`config.mk`:
```
export PLATFORM = sky130hd
export DESIGN_NAME = seg_scan_decoder
export DESIGN_NICKNAME = d
export VERILOG_FILES = /design/src/rtl/seg_scan_decoder.sv
export SDC_FILE = /design/constraint.sdc
export NUM_CORES = 1
export LEC_CHECK = 0
export ABC_CLOCK_PERIOD_IN_PS = 3660
export CAP_MARGIN = 0
export CORE_ASPECT_RATIO = 0.8
export CORE_MARGIN = 5
export CORE_UTILIZATION = 60
export CTS_CLUSTER_DIAMETER = 80
export DETAILED_ROUTE_END_ITERATION = 8
export GPL_TIMING_DRIVEN = 1
export PLACE_DENSITY_LB_ADDON = 0.25
export SLEW_MARGIN = 40
export SYNTH_ARGS = -nofsm -noshare
export SYNTH_HDL_FRONTEND = slang
export SYNTH_SLANG_ARGS = --single-unit
```
`constraint.sdc`:
```
create_clock -name clk_50MHz -period 3.66 [get_ports clk_50MHz]
set_clock_uncertainty 0.2 [all_clocks]
set_input_delay 0.732 -clock clk_50MHz [delete_from_list [all_inputs] [get_ports clk_50MHz]]
set_output_delay 0.732 -clock clk_50MHz [all_outputs]
set_load 0.05 [all_outputs]
```
`src/rtl/seg_scan_decoder.sv`:
```
// Recovers the digits shown on a multiplexed, active-low 4-digit 7-segment display
// by watching its scan lines, debouncing each digit before capture.
module seg_scan_decoder #(
    parameter int unsigned SETTLE_CYCLES = 4,
    parameter int unsigned TIMEOUT       = 50000
) (
    input  logic        clk_50MHz,
    input  logic        reset,
    input  logic [3:0]  sm_wei,
    input  logic [7:0]  sm_duan,
    output logic [15:0] digits,
    output logic        frame_done,
    output logic        seg_err,
    output logic        sel_err,
    output logic        stale
);

    localparam int unsigned SAMPLE_W = 11;
    localparam int unsigned CNT_W    = 4;
    localparam int unsigned TO_W     = $clog2(TIMEOUT + 1);

    localparam logic [CNT_W-1:0] SETTLE_TGT = CNT_W'(SETTLE_CYCLES);
    localparam logic [TO_W-1:0]  TO_MAX     = TO_W'(TIMEOUT);
    localparam logic [TO_W-1:0]  TO_LAST    = TO_W'(TIMEOUT - 1);

    typedef enum logic [1:0] {
        IDLE   = 2'd0,
        SETTLE = 2'd1,
        HOLD   = 2'd2
    } state_t;

    state_t              state_q, state_d;
    logic [CNT_W-1:0]    cnt_q, cnt_d, cnt_inc_c;
    logic [SAMPLE_W-1:0] sample_q, sample_c;
    logic [TO_W-1:0]     tcnt_q;
    logic [15:0]         shadow_q, shadow_new_c;
    logic [3:0]          mask_q, mask_next_c;
    logic                multi_q;
    logic                same_c, sel_valid_c, sel_multi_c, capture_c;
    logic [1:0]          slot_c;
    logic [3:0]          code_c;
    logic                unused_dp;

    // Decimal point plays no part in the digit code.
    assign unused_dp = sm_duan[7];

    function automatic logic [3:0] decode(input logic [6:0] seg);
        case (seg)
            7'h40:   decode = 4'h0;
            7'h79:   decode = 4'h1;
            7'h24:   decode = 4'h2;
            7'h30:   decode = 4'h3;
            7'h19:   decode = 4'h4;
            7'h12:   decode = 4'h5;
            7'h02:   decode = 4'h6;
            7'h78:   decode = 4'h7;
            7'h00:   decode = 4'h8;
            7'h10:   decode = 4'h9;
            7'h7F:   decode = 4'hF;
            default: decode = 4'hE;
        endcase
    endfunction

    assign sample_c  = {sm_wei, sm_duan[6:0]};
    assign same_c    = (sample_c == sample_q);
    assign cnt_inc_c = (cnt_q == 4'hF) ? cnt_q : cnt_q + 4'd1;
    assign code_c    = decode(sm_duan[6:0]);

    // Select classification: one low bit names the digit being driven.
    always_comb begin
        sel_valid_c = 1'b1;
        slot_c      = 2'd0;
        case (sm_wei)
            4'b1110: slot_c = 2'd0;
            4'b1101: slot_c = 2'd1;
            4'b1011: slot_c = 2'd2;
            4'b0111: slot_c = 2'd3;
            default: sel_valid_c = 1'b0;
        endcase
        sel_multi_c = !sel_valid_c && (sm_wei != 4'hF);
    end

    always_ff @(posedge clk_50MHz or posedge reset) begin
        if (reset) begin
            state_q <= IDLE;
            cnt_q   <= '0;
        end else begin
            state_q <= state_d;
            cnt_q   <= cnt_d;
        end
    end

    // Stability tracking: cnt_q counts consecutive identical samples seen.
    always_comb begin
        state_d   = state_q;
        cnt_d     = cnt_q;
        capture_c = 1'b0;
        case (state_q)
            IDLE: begin
                cnt_d = '0;
                if (sel_valid_c) begin
                    state_d = SETTLE;
                    cnt_d   = 4'd1;
                end
            end
            SETTLE: begin
                if (same_c) begin
                    cnt_d = cnt_inc_c;
                    if (cnt_inc_c >= SETTLE_TGT) begin
                        capture_c = 1'b1;
                        state_d   = HOLD;
                    end
                end else if (sel_valid_c) begin
                    cnt_d = 4'd1;
                end else begin
                    state_d = IDLE;
                    cnt_d   = '0;
                end
            end
            HOLD: begin
                if (!same_c) begin
                    if (sel_valid_c) begin
                        state_d = SETTLE;
                        cnt_d   = 4'd1;
                    end else begin
                        state_d = IDLE;
                        cnt_d   = '0;
                    end
                end
            end
            default: begin
                state_d = IDLE;
                cnt_d   = '0;
            end
        endcase
    end

    // Shadow with the current capture merged in, so a completing frame sees it.
    always_comb begin
        shadow_new_c = shadow_q;
        for (int i = 0; i < 4; i++) begin
            if (capture_c && (slot_c == 2'(i)))
                shadow_new_c[4*i +: 4] = code_c;
        end
        mask_next_c = mask_q | ~sm_wei;
    end

    always_ff @(posedge clk_50MHz or posedge reset) begin
        if (reset) begin
            sample_q   <= '1;
            shadow_q   <= '1;
            mask_q     <= '0;
            tcnt_q     <= '0;
            multi_q    <= 1'b0;
            digits     <= 16'hFFFF;
            frame_done <= 1'b0;
            seg_err    <= 1'b0;
            sel_err    <= 1'b0;
            stale      <= 1'b1;
        end else begin
            sample_q   <= sample_c;
            shadow_q   <= shadow_new_c;
            multi_q    <= sel_multi_c;
            sel_err    <= sel_multi_c && !multi_q;
            frame_done <= 1'b0;
            seg_err    <= capture_c && (code_c == 4'hE);
            if (capture_c) begin
                tcnt_q <= '0;
                stale  <= 1'b0;
                if (mask_next_c == 4'hF) begin
                    digits     <= shadow_new_c;
                    frame_done <= 1'b1;
                    mask_q     <= '0;
                end else begin
                    mask_q <= mask_next_c;
                end
            end else if (tcnt_q != TO_MAX) begin
                tcnt_q <= tcnt_q + TO_W'(1);
                if (tcnt_q == TO_LAST) begin
                    stale  <= 1'b1;
                    mask_q <= '0;
                end
            end
        end
    end

endmodule

```
==> flow_metrics.tcl <==
set metrics [dict create \
    dr_total_vias 2994 \
    synth_edf_count 0 \
    stdcell_count 500 \
    cts.sinks 74 \
    reg2reg_to "shadow_q[14]$_DFF_PP1_" \
    globalRouteTotalUtil_pct 22.2 \
    leakagePower_nw 1.91 \
    cts_max_path_buffers 2 \
    routed_wl_um 8370 \
    insertion_delay_ps 350 \
    maxCapViolCount 0 \
    syn_inst 372 \
    grt_pass1_wl_um 14400 \
    first_pass_iters 4 \
    synth-seq-area-share_pct 48.6 \
    die_w_um 100 \
    startpoint_type "input port" \
    cts_htree_levels 3 \
    clkSlewWorstSetupHoldPaths_ps 80 \
    min_to "sel_err$_DFF_PP0_" \
    rows 26 \
    wire_per_inst_um 16.7 \
    dieArea_mm2 0.00827 \
    whs_path_depth 1 \
    hpwl_um 5860 \
    async_flop_share_pct 100 \
    areaGrowthSynthToFinish_pct 17.0 \
    report.final.slew_viol_count 0 \
    postCtsSetupBuffers 0 \
    postLayoutCoreUtil_pct 72.0 \
    synth_seq_cells 74 \
    vias_per_cell 5.99 \
    cts_buffers 9 \
    fin_nets 428 \
    hp-class "reg -> reg" \
    slew_headroom_pct 47.3 \
    startpoint "sm_duan[0]" \
    initialDrtViolationCount 252 \
    cts-hold-fix-buffers 0 \
    period_minus_slack_ps 3130 \
    end_kind "register" \
    post_route_cells_drive_above_1_share_pct 27.4 \
    rsz0062_at_grt "no" \
    cts_resized 0 \
    tns_ps 0 \
    rr_worst_depth 7 \
    detail-route-antenna-nets 0 \
    hp-start "multi_q$_DFF_PP0_" \
    critPathArrivalTime_ps 3210 \
    post_synth_num_cell_types 57 \
    cp_max_fo 13 \
    ys_dominant_reg_cell "dfstp_2" \
    place_congestion 0.864 \
    antennaDiodeCount 0 \
    synthesis.nets 389 \
    antenna_found_initial 0 \
    reg2reg_setup_slack_ps 840 \
    finalSetupViolCount 0 \
    cts_root_buffer "clkbuf_8" \
    period_share_pct 85.5 \
    io_pins 34 \
    hold_violations 0 \
    fmax_mhz 320 \
    synth_warnings 0 \
    grt_max_degree 34 \
    worst_pin_slew_ps 790 \
    initial_core_util_pct 61.6 \
    grt.overflow.total 0 \
    coreArea_mm2 0.00638 \
    syn-cell-area_mm2 0.00393 \
    die_h_um 82.4 \
    holdWs_ps 209 \
    tritoncts "yes" \
    powerDensity_mw_per_mm2 386 \
    path_class "in -> reg" \
    drc_errors 0 \
    placed_cells 484 \
    r2r-start "cnt_q[0]$_DFFE_PP0P_" \
    io_buffers 32 \
    total_power_mw 1.77 \
    status "finished clean" \
    cp.required_ps 3740 \
    irDropWorstVdd_mv 0.235 \
    grt_pass1_vias 2942 \
    syn_area_per_cell_um2 10.6 \
]
-- how the worst max path moves through the flow --
| stage | cells after the start | slack [ps] | to |
|---|---|---|---|
| global route | 6 | 370 | shadow_q[10]$_DFF_PP1_ |
| detailed placement | 6 | 160 | shadow_q[14]$_DFF_PP1_ |
| finish | 6 | 530 | shadow_q[14]$_DFF_PP1_ |
| floorplan | 1 | 920 | cnt_q[0]$_DFFE_PP0P_ |
| CTS | 6 | 540 | shadow_q[14]$_DFF_PP1_ |
| global placement | 6 | 240 | shadow_q[10]$_DFF_PP1_ |
-- synthesized netlist by cell type, types with 10 or more instances --
cell,number,share of area [%]
dfrtp_1,30,19
nand2_1,20,1.9
a21oi_1,10,1.3
o31ai_1,18,3.4
dfstp_2,44,29
xor2_1,16,3.6
nor2_1,36,3.4
mux2_2,24,6.9
nand3_1,11,1.4
nor3_1,18,2.3
inv_1,10,0.96
xnor2_1,12,2.7
-- worst max-delay path, cell delays in order --
cell and delay, ps:
clkdlybuf4s50_1 560, xor2_1 220, nor4_2 340, nand4_2 400, nor3_1 550, mux2_2 400
-- flip-flops by register name (all words and copies together), names as in the netlist --
| signal | cells |
|---|---|
| sample_q | 11 |
| seg_err | 1 |
| sel_err | 1 |
| mask_q | 4 |
| frame_done | 1 |
| cnt_q | 4 |
| shadow_q | 16 |
| tcnt_q | 16 |
| state_q | 2 |
| digits | 16 |
| stale | 1 |
| multi_q | 1 |
-- routing by layer --
| layer | part of all wire [%] | vias up | track usage [%] |
|---|---|---|---|
| li1 | - | 1420 | - |
| met1 | 48 | 1485 | 30.9 |
| met2 | 46 | 80 | 34.0 |
| met3 | 5.0 | 9 | 6.72 |
| met4 | 0.98 | 0 | 5.92 |
| met5 | 0 | - | 0 |
-- final cells by class --
class                   count  area (µm²)
fillers                   471        1780
flip-flops and latches     74        1910
inverters                  10        37.5
repair buffers             49         448
multi-input cells         267        1870
clock buffers              11         163
clock inverters             5        60.1
well taps                  84         105
-- per-stage QoR --
| stage | worst slack (ps) | area (µm²) |
|---|---|---|
| floorplan | 919 | 3930 |
| global placement | 239 | 4370 |
| detailed placement | 160 | 4370 |
| CTS | 539 | 4590 |
| global route | 374 | 4590 |
| finish | 530 | 4590 |
-- power by group --
group          switching, mW  internal [mW]
Clock                  0.315          0.376
Sequential            0.0456          0.861
Combinational         0.0981         0.0756
-- layout by cell type (no fill, tap or decap), types with 4 or more instances in the layout --
cell	netlist	layout
nand4_1	5	5
and3_1	4	4
xor2_1	16	16
dfrtp_1	30	30
o211a_1	4	4
clkbuf_8	0	10
o31ai_1	18	18
dfstp_2	44	44
nor3_1	18	18
inv_1	10	9
clkdlybuf4s50_1	0	32
nand3_1	11	11
a21oi_1	10	10
nand2b_1	8	8
nor2_1	36	36
or3_1	4	4
o21ai_0	9	8
o21a_1	4	4
xnor2_1	12	12
mux2_2	24	24
buf_4	0	17
mux2i_1	4	4
nor4_1	9	9
nand2_1	20	20
-- cell families (layout without fill, tap and decap cells) --
logic type      count (synthesis)  in the layout  share of synthesized area (%)
compound gates                 63             63                           11.2
buf+inv                        31             75                           3.82
fa+ha+maj                       4              4                           1.21
flops                          74             74                           48.6
xor+xnor                       28             28                           6.25
mux                            28             28                           7.90
simple gates                  144            144                           21.0
(Power assumes the default switching activity.)
